===== src/rtl/cpu_pkg.sv =====
// Shared definitions for the 16-bit ALU datapath: opcodes, instruction field
// positions and the sequencer state encoding.
package cpu_pkg;

    localparam int INSTR_W = 16;

    localparam logic [3:0] OP_NOP  = 4'h0;
    localparam logic [3:0] OP_ADD  = 4'h8;
    localparam logic [3:0] OP_ADDI = 4'h9;
    localparam logic [3:0] OP_HLT  = 4'hF;

    // Field slices shared with the ALU and the register file
    localparam int OPC_MSB = 15;
    localparam int OPC_LSB = 12;
    localparam int RD_MSB  = 10;
    localparam int RD_LSB  = 8;

    typedef enum logic [2:0] {
        ST_HALT,
        ST_FETCH,
        ST_DECODE,
        ST_FETCH_N,
        ST_EXEC,
        ST_WB
    } seq_state_t;

    function automatic logic [3:0] opcode_of(input logic [INSTR_W-1:0] instr);
        return instr[OPC_MSB:OPC_LSB];
    endfunction

endpackage


===== src/rtl/alu_seq_decode.sv =====
// Combinational opcode classifier used by the sequencer in its DECODE state.
module alu_seq_decode
    import cpu_pkg::*;
(
    input  logic [3:0] opcode,
    output logic       needs_imm,
    output logic       writes_rd,
    output logic       is_halt,
    output logic       is_illegal
);

    always_comb begin
        needs_imm  = 1'b0;
        writes_rd  = 1'b0;
        is_halt    = 1'b0;
        is_illegal = 1'b0;
        case (opcode)
            OP_ADD:  writes_rd = 1'b1;
            OP_ADDI: begin
                writes_rd = 1'b1;
                needs_imm = 1'b1;
            end
            OP_NOP:  ;
            OP_HLT:  is_halt = 1'b1;
            default: is_illegal = 1'b1;
        endcase
    end

endmodule


===== src/rtl/alu_sequencer.sv =====
// Multi-cycle control unit for the ALU datapath: fetches instruction and
// immediate words, steps decode/execute/writeback and owns the PC.
module alu_sequencer
    import cpu_pkg::*;
#(
    parameter int                DATA_W   = 16,
    parameter logic [DATA_W-1:0] RESET_PC = '0
) (
    input  logic              clk,
    input  logic              reset_n,
    input  logic              start,
    input  logic [DATA_W-1:0] mem_rdata,
    input  logic              mem_ready,
    output logic              mem_req,
    output logic [DATA_W-1:0] mem_addr,
    output logic [DATA_W-1:0] instruction,
    output logic [DATA_W-1:0] n_imm,
    output logic              rd_wen,
    output logic [2:0]        rd_addr,
    output logic              halted,
    output logic              illegal,
    output logic [DATA_W-1:0] retired
);

    seq_state_t        state, state_n;
    logic [DATA_W-1:0] pc, pc_n;
    logic [DATA_W-1:0] instr_n, imm_n, retired_n;
    logic              retire;
    logic              needs_imm, writes_rd, is_halt, is_illegal;

    function automatic logic [DATA_W-1:0] sat_inc(input logic [DATA_W-1:0] v);
        return (v == '1) ? v : v + DATA_W'(1);
    endfunction

    alu_seq_decode u_decode (
        .opcode     (opcode_of(instruction)),
        .needs_imm  (needs_imm),
        .writes_rd  (writes_rd),
        .is_halt    (is_halt),
        .is_illegal (is_illegal)
    );

    assign mem_addr  = pc;
    assign rd_addr   = instruction[RD_MSB:RD_LSB];
    assign retired_n = retire ? sat_inc(retired) : retired;

    always_ff @(posedge clk or negedge reset_n) begin
        if (!reset_n) begin
            state       <= ST_HALT;
            pc          <= RESET_PC;
            instruction <= '0;
            n_imm       <= '0;
            retired     <= '0;
        end else begin
            state       <= state_n;
            pc          <= pc_n;
            instruction <= instr_n;
            n_imm       <= imm_n;
            retired     <= retired_n;
        end
    end

    always_comb begin
        state_n = state;
        pc_n    = pc;
        instr_n = instruction;
        imm_n   = n_imm;
        retire  = 1'b0;
        mem_req = 1'b0;
        rd_wen  = 1'b0;
        halted  = 1'b0;
        illegal = 1'b0;
        case (state)
            ST_HALT: begin
                halted = 1'b1;
                if (start) begin
                    pc_n    = RESET_PC;
                    state_n = ST_FETCH;
                end
            end
            ST_FETCH: begin
                mem_req = 1'b1;
                if (mem_ready) begin
                    instr_n = mem_rdata;
                    pc_n    = pc + DATA_W'(1);
                    state_n = ST_DECODE;
                end
            end
            ST_DECODE: begin
                if (is_halt) begin
                    retire  = 1'b1;
                    state_n = ST_HALT;
                end else if (writes_rd) begin
                    state_n = needs_imm ? ST_FETCH_N : ST_EXEC;
                end else begin
                    // NOP and undefined opcodes both retire without a write
                    retire  = 1'b1;
                    illegal = is_illegal;
                    state_n = ST_FETCH;
                end
            end
            ST_FETCH_N: begin
                mem_req = 1'b1;
                if (mem_ready) begin
                    imm_n   = mem_rdata;
                    pc_n    = pc + DATA_W'(1);
                    state_n = ST_EXEC;
                end
            end
            ST_EXEC: state_n = ST_WB;
            ST_WB: begin
                rd_wen  = 1'b1;
                retire  = 1'b1;
                state_n = ST_FETCH;
            end
            default: state_n = ST_HALT;
        endcase
    end

endmodule


===== config.mk =====
export PLATFORM = sky130hd
export DESIGN_NAME = alu_sequencer
export DESIGN_NICKNAME = d
export VERILOG_FILES = /design/src/rtl/cpu_pkg.sv /design/src/rtl/alu_seq_decode.sv /design/src/rtl/alu_sequencer.sv
export SDC_FILE = /design/constraint.sdc
export NUM_CORES = 1
export LEC_CHECK = 0
export BUFFER_PORTS_ARGS = -buffer_cell sky130_fd_sc_hd__buf_4
export CAP_MARGIN = 30
export CORE_MARGIN = 2
export CORE_UTILIZATION = 35
export CTS_BUF_LIST = sky130_fd_sc_hd__clkbuf_16
export DETAILED_ROUTE_END_ITERATION = 16
export HOLD_SLACK_MARGIN = 0.12
export PLACE_DENSITY = 0.67
export SYNTH_ARGS = -nofsm -noshare
export SYNTH_HDL_FRONTEND = slang
export SYNTH_SLANG_ARGS = --single-unit

===== constraint.sdc =====
create_clock -name clk -period 3.05 [get_ports clk]
set_input_delay 0.305 -clock clk [delete_from_list [all_inputs] [get_ports clk]]
set_output_delay 0.305 -clock clk [all_outputs]
set_load 0.02 [all_outputs]

==> out/metrics.yaml <==
outcome:
  run_status: "finished clean"
synthesis:
  netlist_instances: 257
  synth_warnings: 0
  avgSynthCellArea_um2: 11.8
  synth_edf_count: 0
  synth_area_um2: 3030
  synth-main-ff-cell: "dfrtp_1"
  synth_common_cells: "67 x dfrtp_1, 33 x mux2_2, 23 x nor2_1"
  syn-num-nets: 279
  synth_top_area_share_pct: 55.3
  yosysTopAreaCell: "dfrtp_1"
  synth_cell_type_count: 43
  yosys_register_bits: 67
  synthArstFlopShare_pct: 100
  synth.area.top_cells: "dfrtp_1 55%, mux2_2 12%, xor2_1 5.5%"
  synth.most_common_cell: "dfrtp_1"
  seq_area_frac_synth_pct: 55.3
clock_tree:
  worstSkewPairLatency_ns: 0.32
  cts_buffers: 9
  cts_root_buf: "clkbuf_16"
  cts_setup_buffers: 0
  cts_hold_buf: 0
  cts-resized-gates: 0
  cts_tree: "built"
  cts_buffer_depth: 2
  cts.sinks: 67
  path_clk_slew_ns: 0.05
  h-tree-depth: 3
final_layout:
  fin_nets: 370
  fin_util_pct: 48.5
  antenna_cells: 0
  drive_above_1_share_pct: 40.6
  syn_to_final_growth_pct: 33.0
critical_path:
  path_max_fanout: 17
  path_buf_inv: 1
  critPathLaunchType: "flop"
  endpoint_kind: "flop"
  crit_cells: 4
  slowest_stage: "dfrtp_1"
  crit_chain: "inv_1, nor3_1, nand2_1, mux2_2"
  crit_type: "flop to flop"
  crit_required_ns: 3.25
  slowest_delay_ns: 0.53
  rr_worst_depth: 4
  crit_family: "simple AND/OR/NAND/NOR gates"
  worstPathArrival_ns: 2.37
timing:
  rsz0062_at_grt: "false"
  max_freq_mhz: 460
  fin_ws_ns: 0.878
  setup_tns_ns: 0
  post-route-period-util_pct: 71.2
  tightest_slew_ns: 0.845
  hold_violations: 0
  drv_slew: 0
  setup_viol: 0
  slew_headroom_pct: 43.7
  finClkSkew_ns: 0.00518
  period_minus_slack_ns: 2.17
die:
  initial_core_util_pct: 36.5
  die-area_um2: 9410
  die_h_um: 97.0
  core_area_um2: 8300
  fp.dieW_um: 97.0
  rows: 33
  ios: 91
power_and_ir_drop:
  pwr-share-seq_pct: 37.2
  power_density_nw_per_um2: 984
  total_power_mw: 3.97
  combPwrFrac_pct: 40.5
  power_switching_mw: 1.49
  p_int_mw: 2.48
  sw_frac_of_total_pct: 37.5
  p_clk_share_pct: 22.3
  vdd_drop_max_uv: 491
  leakage_nw: 1.94
hold_path:
  min_path_type: "input pin to async pin"
job:
  drv_cap: 0
drt:
  vias_per_cell: 4.93
  antenna_left: 0
  vias: 2252
  routed_wirelength_um: 6510
  wl_per_cell_um: 14.2
  first_pass_iters: 4
  drc: 0
  dr.first_iter.drc_count: 35
global_routing:
  grt_start_max_net_pins: 68
  grtUsageTotal_pct: 14.2
  antenna_found_initial: 0
  grt_pass1_vias: 2291
  grt_overflow_total: 0
  grt_pass1_wl_um: 11000
place:
  hpwlAfterDp_um: 4570
  place_worst_setup_slack_ns: 0.811
  gp_congestion: 0.756
  port_buffers: 90
-- cells by family after synthesis --
| kind of cell | share of synthesized area (%) |
|---|---|
| and+or+nand+nor | 16.1 |
| AOI/OAI and AO/OA | 4.87 |
| muxes | 12.3 |
| adders and majority gates | 0.826 |
| DFF | 55.3 |
| buffers and inverters | 3.06 |
| xor gates and xnor gates | 7.52 |
-- placed cells by master, fill, tap and decap left out, types with 4 or more instances in the layout --
master / synthesis / layout
and3_1: 9 / 9
nand2_1: 15 / 15
nand4_1: 10 / 10
nand3_1: 10 / 10
nor3_1: 6 / 6
xnor2_1: 7 / 7
inv_1: 7 / 9
buf_4: 3 / 91
dfrtp_1: 67 / 67
clkbuf_16: 0 / 9
xor2_1: 19 / 19
mux2_2: 33 / 33
nor2_1: 23 / 23
o21ai_0: 4 / 4
a21oi_1: 5 / 5
-- final timing paths --
kind                              startpoint            to  slack (ns)
max in group asynchronous            reset_n      n_imm[8]        2.40
worst max register to register      state[0]      n_imm[7]        0.88
worst max-delay path                state[0]      n_imm[7]        0.88
min in group clk                mem_rdata[3]      n_imm[3]        0.22
worst min register to register   retired[10]   retired[10]        0.49
worst min-delay path                 reset_n  mem_addr[15]        0.08
-- sequential cells by signal, summed over array words and instances (netlist names) --
signal       flops
instruction     16
mem_addr        16
n_imm           16
retired         16
state            3
-- worst reg2reg max path: cells and delay by family (launching register included) --
family | cells | cell delay, ns
multiplexers | 1 | 0.46
buffers and inverters | 1 | 0.16
flip-flops | 1 | 0.53
AND/OR/NAND/NOR | 2 | 0.90
-- layer usage --
| metal | global-route usage (%) | share of wire [%] | up-vias |
|---|---|---|---|
| li1 | - | - | 1083 |
| met1 | 17.4 | 44 | 1105 |
| met2 | 23.2 | 48 | 58 |
| met3 | 4.77 | 6.4 | 6 |
| met4 | 5.53 | 1.1 | 0 |
| met5 | 0 | 0 | - |
-- layout make-up --
class / instances / area [um2]
fillers: 780 / 4270
flip-flops and latches: 67 / 1680
multi-input cells: 172 / 1260
repair buffers: 91 / 683
clock buffers: 9 / 225
well taps: 105 / 131
clock inverters: 6 / 26.3
inverters: 7 / 26.3
-- stage by stage --
step                hold slack (ns)  cell area (um2)  std cells
floorplan                   0.00941             3030        257
global placement              0.472             3780        442
detailed placement            0.481             3780        442
CTS                           0.134             4030        457
global route                  0.183             4030        457
finish                       0.0751             4030        457
-- power by group through the flow --
stage	clock network [mW]	registers [mW]	logic, mW
6_report	0.886	1.48	1.60
5_1_grt	0.952	1.53	1.73
4_1_cts	0.914	1.48	1.64
3_5_place_dp	0	1.49	1.63
3_3_place_gp	0	1.47	1.61
2_1_floorplan	0	1.74	0.710
(Power assumes the default switching activity.)
